--- src/rtl/nubus_pkg.sv ---
// nubus_pkg: shared states, status codes and transfer decode helpers for the NuBus slave
package nubus_pkg;
  typedef enum logic [1:0] {IDLE, DATA, BEAT, ACK} state_t;
  localparam logic [1:0] STAT_COMPLETE = 2'b00;
  localparam logic [1:0] STAT_ERROR    = 2'b01;
  localparam logic [1:0] STAT_TIMEOUT  = 2'b10;
  localparam logic [1:0] STAT_RETRY    = 2'b11;
  function automatic logic [3:0] byte_lanes(input logic tm0, input logic [1:0] a);
    return !tm0 ? 4'b0001 << a : a == 2'b10 ? 4'b1100 : a == 2'b11 ? 4'b0011 : 4'b1111;
  endfunction
  function automatic logic [4:0] block_beats(input logic [3:0] code);
    return code == 4'b0001 ? 5'd2 : code == 4'b0011 ? 5'd4 : code == 4'b0111 ? 5'd8 :
           code == 4'b1111 ? 5'd16 : 5'd0;
  endfunction
endpackage

--- src/rtl/nubus_slave_ctrl_if.sv ---
// nubus_slave_ctrl_if: NuBus pad, memory handshake and slave status signals
interface nubus_slave_ctrl_if #(parameter int LOCAL_WINDOWS = 2);
  logic [3:0] nub_idn;
  logic [31:0] nub_adn;
  logic nub_startn, nub_ackn, nub_tm1n, nub_tm0n;
  logic mem_ready, mem_error;
  logic slv_slave_o, slv_req_o, slv_write_o;
  logic [31:0] slv_addr_o;
  logic [3:0] slv_bytesel_o;
  logic [LOCAL_WINDOWS+1:0] slv_win_o;
  logic slv_beatn_o, slv_ackcyn_o;
  logic [1:0] slv_stat_o;
  modport slave (
    input nub_idn, nub_adn, nub_startn, nub_ackn, nub_tm1n, nub_tm0n, mem_ready, mem_error,
    output slv_slave_o, slv_req_o, slv_write_o, slv_addr_o, slv_bytesel_o, slv_win_o,
    slv_beatn_o, slv_ackcyn_o, slv_stat_o
  );
  modport master (
    output nub_idn, nub_adn, nub_startn, nub_ackn, nub_tm1n, nub_tm0n, mem_ready, mem_error,
    input slv_slave_o, slv_req_o, slv_write_o, slv_addr_o, slv_bytesel_o, slv_win_o,
    slv_beatn_o, slv_ackcyn_o, slv_stat_o
  );
endinterface

--- src/rtl/nubus_slave_decode.sv ---
// nubus_slave_decode: one-hot window hit, slot over superslot over lowest local window
module nubus_slave_decode #(
  parameter logic [3:0] SLOTS_ADDRESS = 4'hF,
  parameter logic [3:0] SUPERSLOTS_ADDRESS = 4'h9,
  parameter int LOCAL_WINDOWS = 2,
  parameter logic [4*LOCAL_WINDOWS-1:0] LOCAL_START = {4'h0, 4'h6},
  parameter logic [4*LOCAL_WINDOWS-1:0] LOCAL_END = {4'h5, 4'h7}
) (
  input  logic [7:0] top,
  input  logic [3:0] id,
  output logic [LOCAL_WINDOWS+1:0] win
);
  logic std_hit, super_hit;
  assign std_hit = top[7:4] == SLOTS_ADDRESS && top[3:0] == id;
  assign super_hit = top[7:4] >= SUPERSLOTS_ADDRESS && top[7:4] != SLOTS_ADDRESS && top[7:4] == id;
  always_comb begin
    win = '0;
    for (int i = LOCAL_WINDOWS - 1; i >= 0; i--)
      if (top[7:4] >= LOCAL_START[4*(LOCAL_WINDOWS-1-i) +: 4] && top[7:4] <= LOCAL_END[4*(LOCAL_WINDOWS-1-i) +: 4]) begin
        win = '0;
        win[2+i] = 1'b1;
      end
    if (super_hit) win = (LOCAL_WINDOWS+2)'(2'b10);
    if (std_hit) win = (LOCAL_WINDOWS+2)'(2'b01);
  end
endmodule

--- src/rtl/nubus_slave_ctrl.sv ---
// nubus_slave_ctrl: NuBus slave transfer controller; multi-beat block transfers enabled by NUBUS_SLAVE_BLOCK_EN
module nubus_slave_ctrl
  import nubus_pkg::*;
#(
  parameter logic [3:0] SLOTS_ADDRESS = 4'hF,
  parameter logic [3:0] SUPERSLOTS_ADDRESS = 4'h9,
  parameter int LOCAL_WINDOWS = 2,
  parameter logic [4*LOCAL_WINDOWS-1:0] LOCAL_START = {4'h0, 4'h6},
  parameter logic [4*LOCAL_WINDOWS-1:0] LOCAL_END = {4'h5, 4'h7},
  parameter int TIMEOUT_CYCLES = 255
) (
  input logic nub_clkn,
  input logic reset,
  nubus_slave_ctrl_if.slave bus
);
  localparam int CW = $clog2(TIMEOUT_CYCLES + 1);
  localparam logic [CW-1:0] TO_LAST = CW'(TIMEOUT_CYCLES - 1);
  state_t state_q, state_d;
  logic [31:0] addr_q, addr_d;
  logic [3:0] bsel_q, bsel_d;
  logic [LOCAL_WINDOWS+1:0] win_q, win_d, win_in;
  logic write_q, write_d;
  logic [1:0] stat_q, stat_d;
  logic [CW-1:0] cnt_q, cnt_d;
  logic [31:0] a_in;
  logic [1:0] tm_in;
  logic start;
  assign a_in = ~bus.nub_adn;
  assign tm_in = ~{bus.nub_tm1n, bus.nub_tm0n};
  assign start = state_q == IDLE && !bus.nub_startn && bus.nub_ackn;
`ifdef NUBUS_SLAVE_BLOCK_EN
  logic [4:0] left_q, left_d, beats;
  logic [3:0] mask_q, mask_d;
  logic blk;
  assign beats = block_beats(a_in[5:2]);
  assign blk = tm_in[0] && a_in[1:0] == 2'b01;
`endif
  nubus_slave_decode #(
    .SLOTS_ADDRESS(SLOTS_ADDRESS), .SUPERSLOTS_ADDRESS(SUPERSLOTS_ADDRESS),
    .LOCAL_WINDOWS(LOCAL_WINDOWS), .LOCAL_START(LOCAL_START), .LOCAL_END(LOCAL_END)
  ) u_decode (.top(a_in[31:24]), .id(~bus.nub_idn), .win(win_in));
  always_comb begin
    state_d = state_q;
    addr_d = addr_q;
    bsel_d = bsel_q;
    win_d = win_q;
    write_d = write_q;
    stat_d = stat_q;
    cnt_d = state_q == DATA ? cnt_q + 1'b1 : '0;
`ifdef NUBUS_SLAVE_BLOCK_EN
    left_d = left_q;
    mask_d = mask_q;
`endif
    case (state_q)
      DATA: begin
        if (bus.mem_error) begin
          state_d = ACK;
          stat_d = STAT_ERROR;
        end else if (bus.mem_ready) begin
`ifdef NUBUS_SLAVE_BLOCK_EN
          if (left_q > 5'd1) begin
            state_d = BEAT;
            left_d = left_q - 5'd1;
            addr_d[5:2] = (addr_q[5:2] & ~mask_q) | ((addr_q[5:2] + 4'd1) & mask_q);
          end else begin
            state_d = ACK;
            stat_d = STAT_COMPLETE;
          end
`else
          state_d = ACK;
          stat_d = STAT_COMPLETE;
`endif
        end else if (cnt_q == TO_LAST) begin
          state_d = ACK;
          stat_d = STAT_TIMEOUT;
        end
      end
      BEAT: state_d = DATA;
      ACK: state_d = IDLE;
      default: begin
        if (start && |win_in) begin
          state_d = DATA;
          addr_d = {a_in[31:2], 2'b00};
          bsel_d = byte_lanes(tm_in[0], a_in[1:0]);
          win_d = win_in;
          write_d = tm_in[1];
`ifdef NUBUS_SLAVE_BLOCK_EN
          left_d = 5'd1;
          if (blk) begin
            bsel_d = 4'hF;
            left_d = beats;
            mask_d = beats[3:0] - 4'd1;
            addr_d[5:2] = a_in[5:2] & ~(beats[3:0] - 4'd1);
            if (beats == 5'd0) begin
              state_d = ACK;
              stat_d = STAT_ERROR;
            end
          end
`endif
        end
      end
    endcase
  end
  always_ff @(posedge nub_clkn) begin
    if (reset) begin
      state_q <= IDLE;
      addr_q <= '0;
      bsel_q <= '0;
      win_q <= '0;
      write_q <= 1'b0;
      stat_q <= STAT_COMPLETE;
      cnt_q <= '0;
`ifdef NUBUS_SLAVE_BLOCK_EN
      left_q <= '0;
      mask_q <= '0;
`endif
    end else begin
      state_q <= state_d;
      addr_q <= addr_d;
      bsel_q <= bsel_d;
      win_q <= win_d;
      write_q <= write_d;
      stat_q <= stat_d;
      cnt_q <= cnt_d;
`ifdef NUBUS_SLAVE_BLOCK_EN
      left_q <= left_d;
      mask_q <= mask_d;
`endif
    end
  end
  assign bus.slv_slave_o = state_q != IDLE;
  assign bus.slv_req_o = state_q == DATA;
  assign bus.slv_write_o = write_q;
  assign bus.slv_addr_o = addr_q;
  assign bus.slv_bytesel_o = bsel_q;
  assign bus.slv_win_o = win_q;
  assign bus.slv_ackcyn_o = state_q != ACK;
  assign bus.slv_stat_o = stat_q;
`ifdef NUBUS_SLAVE_BLOCK_EN
  assign bus.slv_beatn_o = state_q != BEAT;
`else
  assign bus.slv_beatn_o = 1'b1;
`endif
endmodule

--- src/flat_wrapper.sv ---
// flat-port wrapper written by rule: the top's interface ports become plain ports
module nubus_slave_ctrl_flat import nubus_pkg::*;
#(
  parameter logic [3:0] SLOTS_ADDRESS = 4'hF,
  parameter logic [3:0] SUPERSLOTS_ADDRESS = 4'h9,
  parameter int LOCAL_WINDOWS = 2,
  parameter logic [4*LOCAL_WINDOWS-1:0] LOCAL_START = {4'h0, 4'h6},
  parameter logic [4*LOCAL_WINDOWS-1:0] LOCAL_END = {4'h5, 4'h7},
  parameter int TIMEOUT_CYCLES = 255
)
  (nub_clkn, reset, bus_nub_idn, bus_nub_adn, bus_nub_startn, bus_nub_ackn, bus_nub_tm1n, bus_nub_tm0n, bus_mem_ready, bus_mem_error, bus_slv_slave_o, bus_slv_req_o, bus_slv_write_o, bus_slv_addr_o, bus_slv_bytesel_o, bus_slv_win_o, bus_slv_beatn_o, bus_slv_ackcyn_o, bus_slv_stat_o);
  nubus_slave_ctrl_if #(.LOCAL_WINDOWS(LOCAL_WINDOWS)) bus_i ();
  input logic nub_clkn;
  input logic reset;
  input wire logic [$bits(bus_i.nub_idn)-1:0] bus_nub_idn;
  input wire logic [$bits(bus_i.nub_adn)-1:0] bus_nub_adn;
  input wire logic [$bits(bus_i.nub_startn)-1:0] bus_nub_startn;
  input wire logic [$bits(bus_i.nub_ackn)-1:0] bus_nub_ackn;
  input wire logic [$bits(bus_i.nub_tm1n)-1:0] bus_nub_tm1n;
  input wire logic [$bits(bus_i.nub_tm0n)-1:0] bus_nub_tm0n;
  input wire logic [$bits(bus_i.mem_ready)-1:0] bus_mem_ready;
  input wire logic [$bits(bus_i.mem_error)-1:0] bus_mem_error;
  output wire logic [$bits(bus_i.slv_slave_o)-1:0] bus_slv_slave_o;
  output wire logic [$bits(bus_i.slv_req_o)-1:0] bus_slv_req_o;
  output wire logic [$bits(bus_i.slv_write_o)-1:0] bus_slv_write_o;
  output wire logic [$bits(bus_i.slv_addr_o)-1:0] bus_slv_addr_o;
  output wire logic [$bits(bus_i.slv_bytesel_o)-1:0] bus_slv_bytesel_o;
  output wire logic [$bits(bus_i.slv_win_o)-1:0] bus_slv_win_o;
  output wire logic [$bits(bus_i.slv_beatn_o)-1:0] bus_slv_beatn_o;
  output wire logic [$bits(bus_i.slv_ackcyn_o)-1:0] bus_slv_ackcyn_o;
  output wire logic [$bits(bus_i.slv_stat_o)-1:0] bus_slv_stat_o;
  assign bus_i.nub_idn = bus_nub_idn;
  assign bus_i.nub_adn = bus_nub_adn;
  assign bus_i.nub_startn = bus_nub_startn;
  assign bus_i.nub_ackn = bus_nub_ackn;
  assign bus_i.nub_tm1n = bus_nub_tm1n;
  assign bus_i.nub_tm0n = bus_nub_tm0n;
  assign bus_i.mem_ready = bus_mem_ready;
  assign bus_i.mem_error = bus_mem_error;
  assign bus_slv_slave_o = bus_i.slv_slave_o;
  assign bus_slv_req_o = bus_i.slv_req_o;
  assign bus_slv_write_o = bus_i.slv_write_o;
  assign bus_slv_addr_o = bus_i.slv_addr_o;
  assign bus_slv_bytesel_o = bus_i.slv_bytesel_o;
  assign bus_slv_win_o = bus_i.slv_win_o;
  assign bus_slv_beatn_o = bus_i.slv_beatn_o;
  assign bus_slv_ackcyn_o = bus_i.slv_ackcyn_o;
  assign bus_slv_stat_o = bus_i.slv_stat_o;
  nubus_slave_ctrl #(.SLOTS_ADDRESS(SLOTS_ADDRESS), .SUPERSLOTS_ADDRESS(SUPERSLOTS_ADDRESS), .LOCAL_WINDOWS(LOCAL_WINDOWS), .LOCAL_START(LOCAL_START), .LOCAL_END(LOCAL_END), .TIMEOUT_CYCLES(TIMEOUT_CYCLES)) u_core (.nub_clkn(nub_clkn), .reset(reset), .bus(bus_i));
endmodule
--- config.mk ---
export PLATFORM = sky130hd
export DESIGN_NAME = nubus_slave_ctrl_flat
export DESIGN_NICKNAME = d
export VERILOG_FILES = /design/src/rtl/nubus_pkg.sv /design/src/rtl/nubus_slave_ctrl_if.sv /design/src/rtl/nubus_slave_decode.sv /design/src/rtl/nubus_slave_ctrl.sv /design/src/flat_wrapper.sv
export SDC_FILE = /design/constraint.sdc
export NUM_CORES = 1
export LEC_CHECK = 0
export BUFFER_PORTS_ARGS = -buffer_cell sky130_fd_sc_hd__buf_2
export CORE_UTILIZATION = 50
export DETAILED_ROUTE_END_ITERATION = 8
export PLACE_DENSITY = 0.84
export SLEW_MARGIN = 10
export SYNTH_ARGS = -nofsm -noshare
export SYNTH_HDL_FRONTEND = slang
export SYNTH_SLANG_ARGS = --single-unit
--- constraint.sdc ---
create_clock -name nub_clkn -period 3.8 [get_ports nub_clkn]
set_input_delay 0.76 -clock nub_clkn [delete_from_list [all_inputs] [get_ports nub_clkn]]
set_output_delay 0.76 -clock nub_clkn [all_outputs]
set_load 0.02 [all_outputs]
==> results of run 1 <==
## cells by family (layout without fill, tap and decap cells)
logic type | after synthesis | after routing | synth area share
other | 2 | 3 | 0.00362
muxes | 3 | 3 | 0.0151
buffers and inverters | 25 | 104 | 0.0579
and+or+nand+nor | 83 | 83 | 0.177
xor gates and xnor gates | 12 | 12 | 0.0507
adders and majority gates | 6 | 6 | 0.0362
DFF | 51 | 51 | 0.492
AOI/OAI and AO/OA | 47 | 47 | 0.167
## placed cells by master, fill, tap and decap left out, types with 2 or more instances in the layout
cell type | Yosys | final
buf_2 | 3 | 87
nor2_1 | 53 | 53
dfxtp_1 | 51 | 51
a211oi_1 | 31 | 31
xor2_1 | 9 | 9
inv_1 | 8 | 8
clkbuf_8 | 0 | 7
nand2_1 | 6 | 6
ha_1 | 6 | 6
nand2b_1 | 5 | 5
nand3_1 | 5 | 5
a21oi_1 | 4 | 4
xnor2_1 | 3 | 3
nor3_1 | 3 | 3
nor4_1 | 3 | 3
o21ai_0 | 3 | 3
conb_1 | 2 | 3
nand4_1 | 2 | 2
a22oi_1 | 2 | 2
mux2i_1 | 2 | 2
a311oi_1 | 2 | 2
## where the power goes
| group | switching [mW] | internal (mW) |
|---|---|---|
| clock | 0.167 | 0.166 |
| combinational | 0.233 | 0.153 |
| sequential | 0.0381 | 0.593 |
| total | 0.439 | 0.912 |
## registers in the layout, indices dropped and copies added, names as in the netlist
signal,count
u_core.bus.slv_write_o,1
u_core.bus.slv_bytesel_o,4
u_core.bus.slv_stat_o,2
u_core.bus.slv_win_o,4
u_core.state_q,2
u_core.cnt_q,8
u_core.bus.slv_addr_o,30
## through the flow
step / power, mW / util
final: 1.35 / 0.652
after detailed placement: 1.03 / 0.627
after global placement: 1.02 / 0.627
after CTS: 1.37 / 0.652
after global routing: 1.43 / 0.652
after floorplan: 0.918 / -
## how the worst max path moves through the flow
stage,end,start
6_report,u_core.bus.slv_bytesel_o[3],bus_nub_idn[2]
5_1_grt,u_core.bus.slv_bytesel_o[2],u_core.state_q[1]
4_1_cts,u_core.bus.slv_bytesel_o[2],bus_nub_idn[2]
3_5_place_dp,u_core.bus.slv_bytesel_o[2],bus_nub_idn[2]
3_3_place_gp,u_core.bus.slv_bytesel_o[3],bus_nub_idn[2]
2_1_floorplan,u_core.state_q[0],bus_nub_adn[30]
## critical path, delay by kind of cell
| family | cells | cell delay [ps] |
|---|---|---|
| xor gates and xnor gates | 1 | 160 |
| buffers and inverters | 2 | 400 |
| and+or+nand+nor | 2 | 590 |
| AOI/OAI and AO/OA | 1 | 520 |
| muxes | 1 | 230 |
## layout make-up
type                            instances  area (sq um)  area share
Clock inverter                          1          7.51     0.00288
Clock buffer                            7          96.3      0.0369
Inverter                                8          30.0      0.0115
Sequential cell                        51          1020       0.391
Timing Repair Buffer                   88           455       0.174
Tap cell                               50          62.6      0.0240
Multi-Input combinational cell        154           937       0.359
## metal layers
| metal | up-vias | share of wire |
|---|---|---|
| met2 | 73 | 0.44 |
| met1 | 820 | 0.47 |
| li1 | 944 | - |
| met4 | 0 | 0.0078 |
| met5 | - | 0 |
| met3 | 4 | 0.077 |
==> results.sh, run 1 <==
export IMPL_met1_usage=0.233
export IMPL_min_to="u_core.bus.slv_addr_o[31]"
export IMPL_num_vias=1841
export IMPL_grt_pass1_vias=1519
export IMPL_floorplan_core_area_sq_um=4000
export IMPL_synth_seq_cells=51
export IMPL_min_period_ps=2520
export IMPL_insertedDiodeCount=0
export IMPL_clk_latency_ps=300
export IMPL_cts_buffer_depth=2
export IMPL_final_setup_tns_ps=0
export IMPL_critPathMaxStageDelay_ps=540
export IMPL_wl_mm=4.11
export IMPL_synth_top_cell_area_share=0.492
export IMPL_fin_cells=359
export IMPL_synth_warnings=0
export IMPL_rrSetupSlack_ps=1310
export IMPL_grt_util_met3=0.0517
export IMPL_die_width_microns=66.4
export IMPL_maxSlewViolCount=0
export IMPL_dr_pass1_iters=4
export IMPL_postCtsSetupBuffers=0
export IMPL_gr_total_overflow=0
export IMPL_grt_max_degree=50
export IMPL_crit_fanout=49
export IMPL_synth_area_leaders="dfxtp_1 (49%), a211oi_1 (11%), nor2_1 (9.6%), xor2_1 (3.8%), ha_1 (3.6%)"
export IMPL_setup_viol=0
export IMPL_drv_cap=0
export IMPL_numPortBuffers=87
export IMPL_clk_transition_reported_paths_ps=90
export IMPL_via_per_inst=5.13
export IMPL_gr_max_usage_layer="met2"
export IMPL_gp_congestion=0.720
export IMPL_pre_cts_ws_ps=981
export IMPL_synth_cells=229
export IMPL_antenna_found_initial=0
export IMPL_grt_usage=0.190
export IMPL_syn_area_per_cell_sq_um=9.05
export IMPL_fill_cells=365
export IMPL_die_h_microns=66.4
export IMPL_fin_area_sq_um=2610
export IMPL_synth_edff_count=0
export IMPL_power_density_nw_per_um2=517
export IMPL_place_area_sq_um=2510
export IMPL_arrival_ps=2680
export IMPL_whs_ps=478
export IMPL_crit_chain="buf_2 -> xor2_1 -> nor4_1 -> o31a_2 -> buf_12 -> mux2i_1 -> nor2_1"
export IMPL_reg2reg_depth=8
export IMPL_synth_area_sq_um=2070
export IMPL_skew_ps=6.86
export IMPL_leakage_nw=1.15
export IMPL_hold_depth=2
export IMPL_die_area_sq_um=4410
export IMPL_final_layout_size_suffix_gt1_frac=0.320
export IMPL_yosysTopAreaCell="dfxtp_1"
export IMPL_cts_sinks=51
export IMPL_synthArstFlopShare=0
export IMPL_rr_endpoint="u_core.bus.slv_bytesel_o[3]"
export IMPL_holdCritPathClass="reg2reg"
export IMPL_h_tree_depth=2
export IMPL_tightestPinTransition_ps=782
export IMPL_initial_core_util=0.518
export IMPL_drt_wirelength_per_cell_microns=11.5
export IMPL_yosysMostFrequentCell="nor2_1"
export IMPL_cp_required_ps=3970
export IMPL_drt_iter0_drc=91
export IMPL_crit_type="in2reg"
export IMPL_cts_hold_buffers=0
export IMPL_place_inst=351
export IMPL_hold_viol_final=0
export IMPL_grt_use_met2=0.324
export IMPL_ir_drop_v=0.000355
export IMPL_max_slew_margin_rel=0.479
export IMPL_post_cts_resized=0
export IMPL_outcome="completed"
export IMPL_start_kind="primary input"
export IMPL_synth_cell_types=34
export IMPL_synthTopCellsByCount="nor2_1 (53), dfxtp_1 (51), a211oi_1 (31), clkbuf_1 (9), xor2_1 (9)"
export IMPL_rsz0062_at_grt="no"
export IMPL_grt_pass1_wl_mm=6.51
export IMPL_worst_slack_ps=1280
export IMPL_ant_nets=0
export IMPL_min_from="u_core.bus.slv_addr_o[31]"
export IMPL_cts_root_buf="clkbuf_8"
export IMPL_numCtsBuffers=5
export IMPL_final_nets=358
export IMPL_areaGrowthSynthToFinish_pct=25.9
export IMPL_num_io_pins=91
export IMPL_cts_tree="yes"
export IMPL_drc_errors=0
export IMPL_cpMaxStageDelayCell="nor4_1"
export IMPL_ys_flop_type="dfxtp_1"
export IMPL_hpwl_mm=2.99
export IMPL_r2r_start="u_core.state_q[0]"
export IMPL_end_kind="register"
export IMPL_period_share=0.662
export IMPL_ys_seq_area_frac=0.492
export IMPL_rows=23
export IMPL_max_freq_ghz=0.398
No activity file was read; power rests on OpenSTA's default activity.
==> run 2, diff against run 1 <==
- CORE_UTILIZATION: 50 -> 42
- PLACE_DENSITY: 0.84 -> 0.75
- clock period: 3.8 -> 2.3 ns (I/O delays scaled with it)
==> run 2 against run 1 <==
Clock power grew 80%; utilization shrank 8.9 points; wire length grew 2.6%; largest cell class unchanged; sequential share of layout area shrank 0.79 points; count of clock-buffer cells in the layout shrank 2; sequential power grew 65%; critical path type is now reg2reg; worst setup slack lost 950 ps; total power grew 69%.
==> results.sh, run 2 (synthesized netlist as in run 1, its figures left out) <==
export IMPL_outcome="completed"
export IMPL_p_int_mw=1.56
export IMPL_numPortBuffers=87
export IMPL_hold_depth=2
export IMPL_hpwl_mm=3.14
export IMPL_postCtsSetupBuffers=0
export IMPL_reg2reg_depth=8
export IMPL_dr_pass1_iters=4
export IMPL_cts_sinks=51
export IMPL_multi_input_area_sq_um=937
export IMPL_pre_cts_ws_ps=69.6
export IMPL_clk_latency_ps=300
export IMPL_die_area_sq_um=5220
export IMPL_rsz0062_at_grt="no"
export IMPL_wl_mm=4.22
export IMPL_hold_viol_final=0
export IMPL_drt_iter0_drc=41
export IMPL_pwr_share_seq=0.454
export IMPL_drc_errors=0
export IMPL_final_layout_size_suffix_gt1_frac=0.327
export IMPL_h_tree_depth=2
export IMPL_period_share=0.856
export IMPL_initial_core_util=0.439
export IMPL_die_h_microns=72.3
export IMPL_arrival_ps=2140
export IMPL_cts_buffer_depth=2
export IMPL_final_core_util=0.564
export IMPL_fin_area_sq_um=2660
export IMPL_gr_total_overflow=0
export IMPL_clock_power_share=0.262
export IMPL_min_period_ps=1970
export IMPL_crit_fanout=65
export IMPL_place_area_sq_um=2560
export IMPL_power_density_nw_per_um2=859
export IMPL_ant_nets=0
export IMPL_skew_ps=10.7
export IMPL_drt_wirelength_per_cell_microns=11.1
export IMPL_num_vias=1773
export IMPL_num_io_pins=91
export IMPL_maxSlewViolCount=0
export IMPL_cts_root_buf="clkbuf_8"
export IMPL_grt_pass1_wl_mm=6.51
export IMPL_post_cts_resized=0
export IMPL_crit_type="reg2reg"
export IMPL_max_freq_ghz=0.508
export IMPL_die_width_microns=72.3
export IMPL_clk_transition_reported_paths_ps=90
export IMPL_grt_usage=0.157
export IMPL_start_kind="register"
export IMPL_end_kind="register"
export IMPL_ff_latch_area_sq_um=1020
export IMPL_floorplan_core_area_sq_um=4720
export IMPL_drv_cap=0
export IMPL_antenna_found_initial=0
export IMPL_numCtsBuffers=5
export IMPL_switching_share=0.319
export IMPL_final_setup_tns_ps=0
export IMPL_via_per_inst=4.68
export IMPL_p_total_mw=2.29
export IMPL_cts_tree="yes"
export IMPL_gp_congestion=0.770
export IMPL_largest_register_ffs=30
export IMPL_final_common_cell="buf_2"
export IMPL_cts_hold_buffers=0
export IMPL_fill_cells=455
export IMPL_cp_required_ps=2470
export IMPL_final_nets=362
export IMPL_worst_slack_ps=332
export IMPL_grt_max_degree=66
export IMPL_grt_pass1_vias=1439
export IMPL_holdCritPathClass="in2reg"
export IMPL_leakage_nw=1.17
export IMPL_ir_drop_v=0.000315
export IMPL_mostFrequentLayoutCells="buf_2 (87), nor2_1 (53), dfxtp_1 (51), a211oi_1 (31), xor2_1 (9)"
export IMPL_setup_viol=0
export IMPL_p_switching_mw=0.729
export IMPL_rows=25
export IMPL_insertedDiodeCount=0
export IMPL_areaGrowthSynthToFinish_pct=28.5
export IMPL_combPwrFrac=0.284
## run 2: metal layers
metal,part of all wire,GRT usage,up-vias
met1,0.49,0.207,776
met4,0.012,0.0545,0
met3,0.039,0.0333,4
met2,0.46,0.256,47
li1,-,-,946
met5,0,0,-
## run 2: power by group through the flow
stage               logic [mW]  clock network (mW)  registers [mW]
finish                   0.650               0.599            1.04
detailed placement       0.659                   0            1.06
CTS                      0.661               0.617            1.04
global route             0.725               0.654            1.05
global placement         0.647                   0            1.06
floorplan                0.368                   0            1.15
## run 2: layout make-up
| cell class | instances | area share |
|---|---|---|
| inverter | 8 | 0.0113 |
| clock inverter | 2 | 0.0141 |
| tap | 67 | 0.0315 |
| sequential | 51 | 0.383 |
| clock buffer | 5 | 0.0258 |
| timing repair buffer | 92 | 0.182 |
| multi-input combinational | 154 | 0.352 |
## run 2: final timing paths
| kind | start | end | slack (ps) |
|---|---|---|---|
| max reg2reg | u_core.state_q[1] | u_core.bus.slv_bytesel_o[3] | 330 |
| min reg2reg | u_core.bus.slv_win_o[2] | u_core.bus.slv_win_o[2] | 480 |
| min | bus_nub_adn[10] | u_core.bus.slv_addr_o[10] | 320 |
| max | u_core.state_q[1] | u_core.bus.slv_bytesel_o[3] | 330 |
## run 2: worst max-delay path, stage by stage, from the launching register on
cell	delay [ps]
dfxtp_1	370
inv_1	90
ha_1	140
inv_1	40
nor3b_1	340
o31a_2	300
buf_12	260
mux2i_1	220
nor2_1	50
## run 2: per-stage QoR
stage / hold slack (ps) / instances
after detailed placement: 462 / 372
after global routing: 307 / 379
after global placement: 454 / 372
after floorplan: 453 / 230
after CTS: 315 / 379
final: 319 / 379
==> run 3, diff against run 2 <==
- PLACE_DENSITY: 0.75 -> 0.76
==> run 3 against run 2 <==
Sequential power barely moved; final cell count rose by 0.79%; register-to-register slack got worse by 70 ps; maximum frequency fell by 3.6%; critical path type unchanged.
==> results.sh, run 3 (synthesized netlist as in run 1, its figures left out) <==
export IMPL_outcome="completed"
export IMPL_arrival_ps=2260
export IMPL_antenna_found_initial=0
export IMPL_drv_cap=0
export IMPL_die_width_microns=72.3
export IMPL_cts_sinks=51
export IMPL_die_area_sq_um=5220
export IMPL_grt_usage=0.175
export IMPL_num_vias=1839
export IMPL_clk_transition_reported_paths_ps=90
export IMPL_gr_total_overflow=0
export IMPL_place_inst=374
export IMPL_maxSlewViolCount=0
export IMPL_die_h_microns=72.3
export IMPL_initial_core_util=0.439
export IMPL_final_nets=364
export IMPL_cp_required_ps=2510
export IMPL_min_period_ps=2040
export IMPL_rsz0062_at_grt="no"
export IMPL_post_cts_resized=0
export IMPL_end_kind="register"
export IMPL_crit_fanout=33
export IMPL_power_density_nw_per_um2=843
export IMPL_period_share=0.888
export IMPL_fin_area_sq_um=2660
export IMPL_floorplan_core_area_sq_um=4720
export IMPL_max_freq_ghz=0.490
export IMPL_holdCritPathClass="in2reg"
export IMPL_cp_top_family="compound AO/OA/AOI/OAI gates"
export IMPL_wl_mm=4.55
export IMPL_cts_hold_buffers=0
export IMPL_crit_type="reg2reg"
export IMPL_final_layout_size_suffix_gt1_frac=0.333
export IMPL_areaGrowthSynthToFinish_pct=28.2
export IMPL_clk_latency_ps=310
export IMPL_grt_max_degree=34
export IMPL_numCtsBuffers=5
export IMPL_cts_tree="yes"
export IMPL_final_core_util=0.563
export IMPL_ant_nets=0
export IMPL_leakage_nw=1.18
export IMPL_numPortBuffers=87
export IMPL_hold_viol_final=0
export IMPL_insertedDiodeCount=0
export IMPL_ir_drop_v=0.000385
export IMPL_via_per_inst=4.81
export IMPL_drt_wirelength_per_cell_microns=11.9
export IMPL_path_buf_inv=3
export IMPL_dr_pass1_iters=4
export IMPL_setup_viol=0
export IMPL_h_tree_depth=2
export IMPL_r2r_start="u_core.state_q[1]"
export IMPL_hpwl_mm=3.38
export IMPL_crit_chain="inv_1 -> ha_1 -> inv_1 -> nor3b_1 -> o31a_2 -> buf_4 -> nor2_1 -> a211oi_1"
export IMPL_drt_iter0_drc=69
export IMPL_cts_buffer_depth=2
export IMPL_final_common_cell="buf_2"
export IMPL_gp_congestion=0.775
export IMPL_drc_errors=0
export IMPL_num_io_pins=91
export IMPL_cp_startpoint="u_core.state_q[1]"
export IMPL_skew_ps=5.79
export IMPL_start_kind="register"
export IMPL_rows=25
export IMPL_mostFrequentLayoutCells="buf_2 (87), nor2_1 (53), dfxtp_1 (51), a211oi_1 (31), xor2_1 (9)"
export IMPL_largest_register_ffs=30
export IMPL_min_from="bus_nub_adn[11]"
export IMPL_postCtsSetupBuffers=0
export IMPL_fin_cells=382
export IMPL_cts_root_buf="clkbuf_8"
export IMPL_grt_pass1_vias=1609
export IMPL_p_total_mw=2.24
export IMPL_crit_top_cell="inv_1"
export IMPL_critPathMaxStageDelay_ps=360
export IMPL_cpMaxStageDelayCell="dfxtp_1"
export IMPL_place_area_sq_um=2560
export IMPL_final_setup_tns_ps=0
export IMPL_grt_pass1_wl_mm=7.15
-- run 3: area by class of cell --
cell class,instances,area (sq um)
Clock buffer,6,82.6
Timing Repair Buffer,94,488
Multi-Input combinational cell,154,937
Sequential cell,51,1020
Clock inverter,2,16.3
Inverter,8,30.0
Fill cell,460,2060
Tap cell,67,83.8
-- run 3: power breakdown --
| group | switching, mW | internal, mW | total, mW |
|---|---|---|---|
| Sequential | 0.0635 | 0.980 | 1.04 |
| Clock | 0.299 | 0.246 | 0.545 |
| Combinational | 0.393 | 0.259 | 0.652 |
| Total | 0.755 | 1.49 | 2.24 |
-- run 3: metrics by stage --
| step | setup slack (ps) | hold WS, ps |
|---|---|---|
| after floorplan | 286 | 453 |
| after global placement | 154 | 464 |
| after detailed placement | 32.5 | 464 |
| after CTS | 195 | 305 |
| after global routing | 17.5 | 300 |
| final | 257 | 316 |
-- run 3: worst paths after layout --
kind	endpoint	slack [ps]	cells past startpoint
worst min-delay path	u_core.bus.slv_addr_o[11]	320	2
worst max register to register	u_core.bus.slv_addr_o[8]	260	8
worst max-delay path	u_core.bus.slv_addr_o[8]	260	8
worst min register to register	u_core.bus.slv_win_o[2]	470	2
-- run 3: metal layers --
layer	global-route usage	vias to the layer above	wire [microns]
li1	-	953	-
met1	0.230	825	2110
met2	0.276	53	2130
met3	0.0375	8	213
met4	0.0806	0	92
met5	0	-	0
